## src/rtl/retospect_cfg_pkg.sv

```systemverilog
// Shared definitions for the neurochip configuration-chain loader.
//   state_e       : loader FSM states
//   CLOCKBOX_BITS : chain bits contributed by the clockbox
//   CNB_BITS      : chain bits contributed by each cnb
//   chain_len()   : total chain length for a given number of cnbs
package retospect_cfg_pkg;

  typedef enum logic [2:0] {
    IDLE,
    FETCH,
    SHIFT,
    ARM,
    DONE
  } state_e;

  localparam int CLOCKBOX_BITS = 48;
  localparam int CNB_BITS      = 18;

  function automatic int chain_len(input int n_cnb);
    return CLOCKBOX_BITS + CNB_BITS * n_cnb;
  endfunction

endpackage

```

## src/rtl/retospect_bs_packer.sv

```systemverilog
// Serial-to-parallel packer for bits returning from the chain tail.
//   clk, rst_n : clock, async active-low reset
//   clr        : drop any partial word and suppress output
//   sample_en  : capture bit_in this cycle
//   bit_in     : returned chain bit
//   flush      : the bit captured this cycle is the last of the load
//   rb_data    : packed word, LSB = first bit returned, unused MSBs zero
//   rb_valid   : one-cycle strobe for rb_data
module retospect_bs_packer #(
  parameter int WORD_W = 8
) (
  input  logic              clk,
  input  logic              rst_n,
  input  logic              clr,
  input  logic              sample_en,
  input  logic              bit_in,
  input  logic              flush,
  output logic [WORD_W-1:0] rb_data,
  output logic              rb_valid
);
  localparam int IW = $clog2(WORD_W);

  logic [WORD_W-1:0] acc_q, acc_d, word, rb_data_q, rb_data_d;
  logic [IW-1:0]     idx_q, idx_d;
  logic              rb_valid_q, rb_valid_d;

  always_comb begin
    // accumulator is zero above idx, so a flushed partial word is zero-padded
    word        = acc_q;
    word[idx_q] = bit_in;
    acc_d       = acc_q;
    idx_d       = idx_q;
    rb_data_d   = rb_data_q;
    rb_valid_d  = 1'b0;
    if (clr) begin
      acc_d = '0;
      idx_d = '0;
    end else if (sample_en) begin
      if (flush || idx_q == IW'(WORD_W - 1)) begin
        rb_data_d  = word;
        rb_valid_d = 1'b1;
        acc_d      = '0;
        idx_d      = '0;
      end else begin
        acc_d = word;
        idx_d = idx_q + IW'(1);
      end
    end
  end

  always_ff @(posedge clk or negedge rst_n) begin
    if (!rst_n) begin
      acc_q      <= '0;
      idx_q      <= '0;
      rb_data_q  <= '0;
      rb_valid_q <= 1'b0;
    end else begin
      acc_q      <= acc_d;
      idx_q      <= idx_d;
      rb_data_q  <= rb_data_d;
      rb_valid_q <= rb_valid_d;
    end
  end

  assign rb_data  = rb_data_q;
  assign rb_valid = rb_valid_q;

endmodule

```

## src/rtl/retospect_bs_loader.sv

```systemverilog
// Host-side configuration-chain transmitter. Serializes WORD_W-bit words
// LSB-first onto the chain (bs_out qualified by config_en), packs the bits
// falling off the chain tail into readback words, and optionally pulses
// reset_nn once the full chain has been written.
//   start/abort          : begin a load (IDLE only) / abandon a load
//   in_data/in_valid/in_ready : word input handshake
//   config_en/bs_out     : registered shift enable and serial data
//   bs_return            : chain tail, sampled on each enabled shift edge
//   reset_nn             : registered one-cycle neuron re-arm pulse
//   rb_data/rb_valid     : readback words
//   busy/done            : not-IDLE flag / one-cycle completion pulse
module retospect_bs_loader
  import retospect_cfg_pkg::*;
#(
  parameter int CHAIN_LEN = chain_len(1),
  parameter int WORD_W    = 8,
  parameter bit ARM_RESET = 1'b1
) (
  input  logic              clk,
  input  logic              rst_n,
  input  logic              start,
  input  logic              abort,
  input  logic [WORD_W-1:0] in_data,
  input  logic              in_valid,
  output logic              in_ready,
  output logic              config_en,
  output logic              bs_out,
  input  logic              bs_return,
  output logic              reset_nn,
  output logic [WORD_W-1:0] rb_data,
  output logic              rb_valid,
  output logic              busy,
  output logic              done
);
  localparam int CW = $clog2(CHAIN_LEN + 1);
  localparam int IW = $clog2(WORD_W);

  state_e            state_q, state_d;
  logic [CW-1:0]     bit_cnt_q, bit_cnt_d;
  logic [IW-1:0]     widx_q, widx_d;
  logic [WORD_W-1:0] shreg_q, shreg_d;
  logic              config_en_q, config_en_d, bs_out_q, bs_out_d;
  logic              reset_nn_q, reset_nn_d, done_q, done_d;
  logic              last_q, last_d;
  logic              kill, bit_last, word_last, rb_clr;

  assign kill      = abort && (state_q != IDLE);
  assign bit_last  = (bit_cnt_q == CW'(CHAIN_LEN - 1));
  assign word_last = (widx_q == IW'(WORD_W - 1));

  always_ff @(posedge clk or negedge rst_n) begin
    if (!rst_n) state_q <= IDLE;
    else        state_q <= state_d;
  end

  always_comb begin
    state_d = state_q;
    if (kill) begin
      state_d = IDLE;
    end else begin
      case (state_q)
        IDLE:    if (start) state_d = FETCH;
        FETCH:   if (in_valid) state_d = SHIFT;
        // chain end wins over word end: the tail of the last word is dropped
        SHIFT:   if (bit_last)       state_d = ARM_RESET ? ARM : DONE;
                 else if (word_last) state_d = FETCH;
        ARM:     state_d = DONE;
        DONE:    state_d = IDLE;
        default: state_d = IDLE;
      endcase
    end
  end

  // Outputs are registered: what is decided in a state appears one cycle later.
  always_comb begin
    in_ready    = (state_q == FETCH) && !abort;
    busy        = (state_q != IDLE);
    shreg_d     = shreg_q;
    bit_cnt_d   = bit_cnt_q;
    widx_d      = widx_q;
    config_en_d = 1'b0;
    bs_out_d    = 1'b0;
    reset_nn_d  = 1'b0;
    done_d      = 1'b0;
    last_d      = 1'b0;
    if (!kill) begin
      case (state_q)
        IDLE: begin
          bit_cnt_d = '0;
          widx_d    = '0;
        end
        FETCH: if (in_valid) shreg_d = in_data;
        SHIFT: begin
          config_en_d = 1'b1;
          bs_out_d    = shreg_q[0];
          shreg_d     = shreg_q >> 1;
          bit_cnt_d   = bit_cnt_q + CW'(1);
          widx_d      = word_last ? '0 : widx_q + IW'(1);
          last_d      = bit_last;
        end
        ARM:     reset_nn_d = 1'b1;
        DONE:    done_d     = 1'b1;
        default: ;
      endcase
    end
  end

  always_ff @(posedge clk or negedge rst_n) begin
    if (!rst_n) begin
      shreg_q     <= '0;
      bit_cnt_q   <= '0;
      widx_q      <= '0;
      config_en_q <= 1'b0;
      bs_out_q    <= 1'b0;
      reset_nn_q  <= 1'b0;
      done_q      <= 1'b0;
      last_q      <= 1'b0;
    end else begin
      shreg_q     <= shreg_d;
      bit_cnt_q   <= bit_cnt_d;
      widx_q      <= widx_d;
      config_en_q <= config_en_d;
      bs_out_q    <= bs_out_d;
      reset_nn_q  <= reset_nn_d;
      done_q      <= done_d;
      last_q      <= last_d;
    end
  end

  assign config_en = config_en_q;
  assign bs_out    = bs_out_q;
  assign reset_nn  = reset_nn_q;
  assign done      = done_q;

  // The chain shifts on the edge that ends a config_en_q cycle, which is the
  // same edge that captures the old tail bit here.
  assign rb_clr = (state_q == IDLE) || abort;

  retospect_bs_packer #(.WORD_W(WORD_W)) u_packer (
    .clk       (clk),
    .rst_n     (rst_n),
    .clr       (rb_clr),
    .sample_en (config_en_q),
    .bit_in    (bs_return),
    .flush     (last_q),
    .rb_data   (rb_data),
    .rb_valid  (rb_valid)
  );

endmodule
```

## config.mk

```make
export PLATFORM = sky130hd
export DESIGN_NAME = retospect_bs_loader
export DESIGN_NICKNAME = d
export VERILOG_FILES = /design/src/rtl/retospect_cfg_pkg.sv /design/src/rtl/retospect_bs_packer.sv /design/src/rtl/retospect_bs_loader.sv
export SDC_FILE = /design/constraint.sdc
export NUM_CORES = 1
export LEC_CHECK = 0
export ABC_AREA = 1
export CELL_PAD_IN_SITES_DETAIL_PLACEMENT = 1
export CELL_PAD_IN_SITES_GLOBAL_PLACEMENT = 2
export CORE_MARGIN = 5
export CORE_UTILIZATION = 33
export DETAILED_ROUTE_END_ITERATION = 6
export PLACE_DENSITY = 0.79
export SETUP_SLACK_MARGIN = 0.4
export SLEW_MARGIN = 20
export SYNTH_ARGS = -nofsm -noshare
export SYNTH_HDL_FRONTEND = slang
export SYNTH_SLANG_ARGS = --single-unit
```

## constraint.sdc

```tcl
create_clock -name clk -period 2.1 [get_ports clk]
set_input_delay 0.21 -clock clk [delete_from_list [all_inputs] [get_ports clk]]
set_output_delay 0.21 -clock clk [all_outputs]
set_load 0.1 [all_outputs]
```

==> summary.txt <==
Outcome
  – Outcome: finished clean

Timing
  – Final setup violation count: 0
  – Final period util: 0.756
  – Setup_tns: 0 ps
  – Worst clock skew: 4.02 ps
  – Achievable Freq: around 630 MHz
  – Worst-Margin Slew: roughly 470 ps
  – Fin. Hold Viols: 0
  – Final Slew Violations: 0
  – Min Clock Period, post-route: ~1600 ps
  – Unrepaired setup endpoints after global routing: no
  – Slew headroom: 0.683

Critical path
  – Crit path max fanout: 6
  – Reg-to-Reg Start: u_packer.idx_q[0]
  – Worst reg-to-reg path cell count: 8
  – Setup CP Type: register to output port
  – Crit. End Element: output port
  – CP arrival: 1380 ps
  – Startpoint Class: register
  – Crit Reg-Reg Endpoint: u_packer.rb_data[5]
  – R2R Setup Slk: 540 ps
  – Crit path from: state_q[1]
  – Crit path required time: around 1900 ps

Yosys
  – Post-Syn Instances: around 260
  – Synth top area share: 0.518
  – Net count after synthesis: 282
  – Cell variety after synth: 27
  – Syn. warnings: 0
  – Seq/Total Area, Yosys: 0.518
  – Async set-or-reset flop fraction in the synthesized netlist: 1.00
  – Mean post-synth cell area: approximately 8.5 sq um
  – Main flop type after synthesis: dfrtp_1
  – Cell Area, Synth: 2220 sq um
  – EDFF count, synth: 0
  – Synth Register Bits: 46
  – Top cells by area, synth: dfrtp_1 (52%), nand2_1 (8.6%), o21ai_0 (7.4%)
  – Post-synth top area cell: dfrtp_1

Run
  – Maxcap violations: 0

Route
  – Vias: ~1800
  – Routed wire length: roughly 5100 um
  – Antenna Nets Post-Route: 0
  – Detailed Route Iter0 Violations: 33
  – DRC errors left: 0
  – Drt wl/cell: 13.4 um
  – First-pass DRT Iterations: 4
  – Via density: 4.72

Placed design
  – Dpl cell area: 2630 sq um
  – GP Congestion: 0.781
  – PortBufs: 28
  – Post-DP HPWL: 3900 um
  – Inst Count DP: 373

Finish
  – Layout area overhead: 24.0%
  – Layout Nets: 324
  – Cell area after layout: 2760 sq um
  – Filler Cell Count: 820
  – Antenna diode count: 0
  – Final non-filler cell total: about 380
  – Share of layout cells above drive strength 1: 0.178

Global routing
  – Initial antenna violation count: 0
  – Vias in the first global route: roughly 1900
  – First-pass GRT wire length: 9080 um
  – GRT overflow: 0
  – Largest net degree at the start of global routing: 30
  – Total Routing Usage GR: 0.132

Die
  – Die X: 92.1 um
  – Core area: 6680 sq um
  – Starting density of the core: 0.333
  – I/O pins: 29
  – Die Span Y: 92.1 um
  – Rows: 30
  – Die ar.: 8480 sq um

Clocking
  – Clock buffer depth: 2
  – Clock Sinks: between 40 and 50
  – Number of H-tree levels: 2
  – Clock transition at path regs: 80 ps
  – Root buf cell: clkbuf_8
  – TritonCTS Buffers: 5
  – Worst-Skew Late Latency: 290 ps
  – CTS tree: done

Pwr
  – Peak VDD IR: roughly 0.57 mV
  – Lkg Pwr: 1.37 nW
  – PwrDens: 966 nW/um^2

Hold path
  – Worst Hold Class: input port to async pin
[worst max-delay path: stages, from the launching register on]
cell	delay, ps
dfrtp_1	470
inv_1	110
nand3_1	150
nor2_2	170
buf_12	190
[kinds of logic (layout without fill, tap and decap cells)]
group | after synthesis | in the layout | synth area share
buffers and inverters | 45 | 87 | 0.0850
flip-flops | 46 | 46 | 0.518
adder cells (fa/ha/maj) | 6 | 6 | 0.0338
AO/OA/AOI/OAI | 53 | 53 | 0.131
AND/OR/NAND/NOR | 112 | 112 | 0.233
[synthesized netlist by cell type (2+ instances only)]
library cell / number
nand4_1: 5
a21oi_1: 6
or2_2: 7
nor3_1: 4
o21ai_1: 2
o22ai_1: 7
buf_6: 2
inv_1: 39
nor2_1: 16
nand3_1: 22
nand2_2: 2
nand2_1: 51
dfrtp_1: 46
o21ai_0: 33
a22o_1: 2
ha_1: 6
nand3b_1: 2
[final cells by class]
class | instances | area (sq um) | area share
sequential | 46 | 1150 | 0.419
timing repair buffer | 39 | 364 | 0.132
tap | 80 | 100 | 0.0363
clock buffer | 5 | 68.8 | 0.0250
inverter | 41 | 158 | 0.0572
multi-input combinational | 171 | 901 | 0.327
clock inverter | 2 | 10.0 | 0.00363
[routing by layer]
metal / part of all wire / wire [um] / vias to the layer above / global-route usage
met5: 0 / 0 / - / 0
met3: 0.037 / 188 / 4 / 0.0312
met1: 0.50 / 2560 / 837 / 0.181
met2: 0.46 / 2340 / 34 / 0.210
li1: - / - / 936 / -
met4: 0.0095 / 49 / 0 / 0.0371
[where the power goes]
| part | switching, W | internal, W |
|---|---|---|
| Clock | 0.000290 | 0.000224 |
| Sequential | 0.000102 | 0.00101 |
| Combinational | 0.000677 | 0.000355 |
[cell usage in the layout, fill, tap and decap left out, types with 4 or more instances in the layout]
| cell type | instances |
|---|---|
| a21oi_1 | 6 |
| buf_4 | 21 |
| clkbuf_8 | 5 |
| clkdlybuf4s50_1 | 12 |
| dfrtp_1 | 43 |
| ha_1 | 6 |
| inv_1 | 38 |
| nand2_1 | 50 |
| nand3_1 | 21 |
| nand4_1 | 5 |
| nor2_1 | 14 |
| nor3_1 | 4 |
| o21ai_0 | 32 |
| o22ai_1 | 7 |
| or2_2 | 7 |
[state kept, by name (all words and copies together) (netlist names)]
register,cells
shreg_q,8
u_packer.acc_q,8
u_packer.rb_data,8
bit_cnt_q,7
state_q,3
u_packer.idx_q,3
widx_q,3
bs_out,1
config_en,1
done,1
last_q,1
reset_nn,1
u_packer.rb_valid,1
[worst max path at each step]
stage	end	slack (ps)	cells after the start
after floorplan	u_packer.rb_data[0]	450	4
after global placement	u_packer.idx_q[0]	320	6
after detailed placement	u_packer.idx_q[0]	260	6
after CTS	u_packer.rb_data[5]	400	8
after global routing	in_ready	410	4
final	in_ready	510	4
[metrics by stage]
step | hold slack (ps) | worst slack, ps | power, W | util
finish | 409 | 511 | 0.00266 | 0.413
global route | 446 | 408 | 0.00288 | 0.413
CTS | 403 | 397 | 0.00269 | 0.407
detailed placement | 194 | 261 | 0.00215 | 0.393
global placement | 197 | 320 | 0.00213 | 0.393
floorplan | -85.6 | 453 | 0.00182 | -
[what timing repair did]
action                                  in CTS  in global routing
gates resized for setup                      1                  7
hold buffers                                 1                  0
setup buffers                                0                  3
endpoints found under the setup margin       3                 23
gates cloned                                 0                  0
endpoints found under the hold margin       17                  0
No activity file was read; power rests on OpenSTA's default activity.
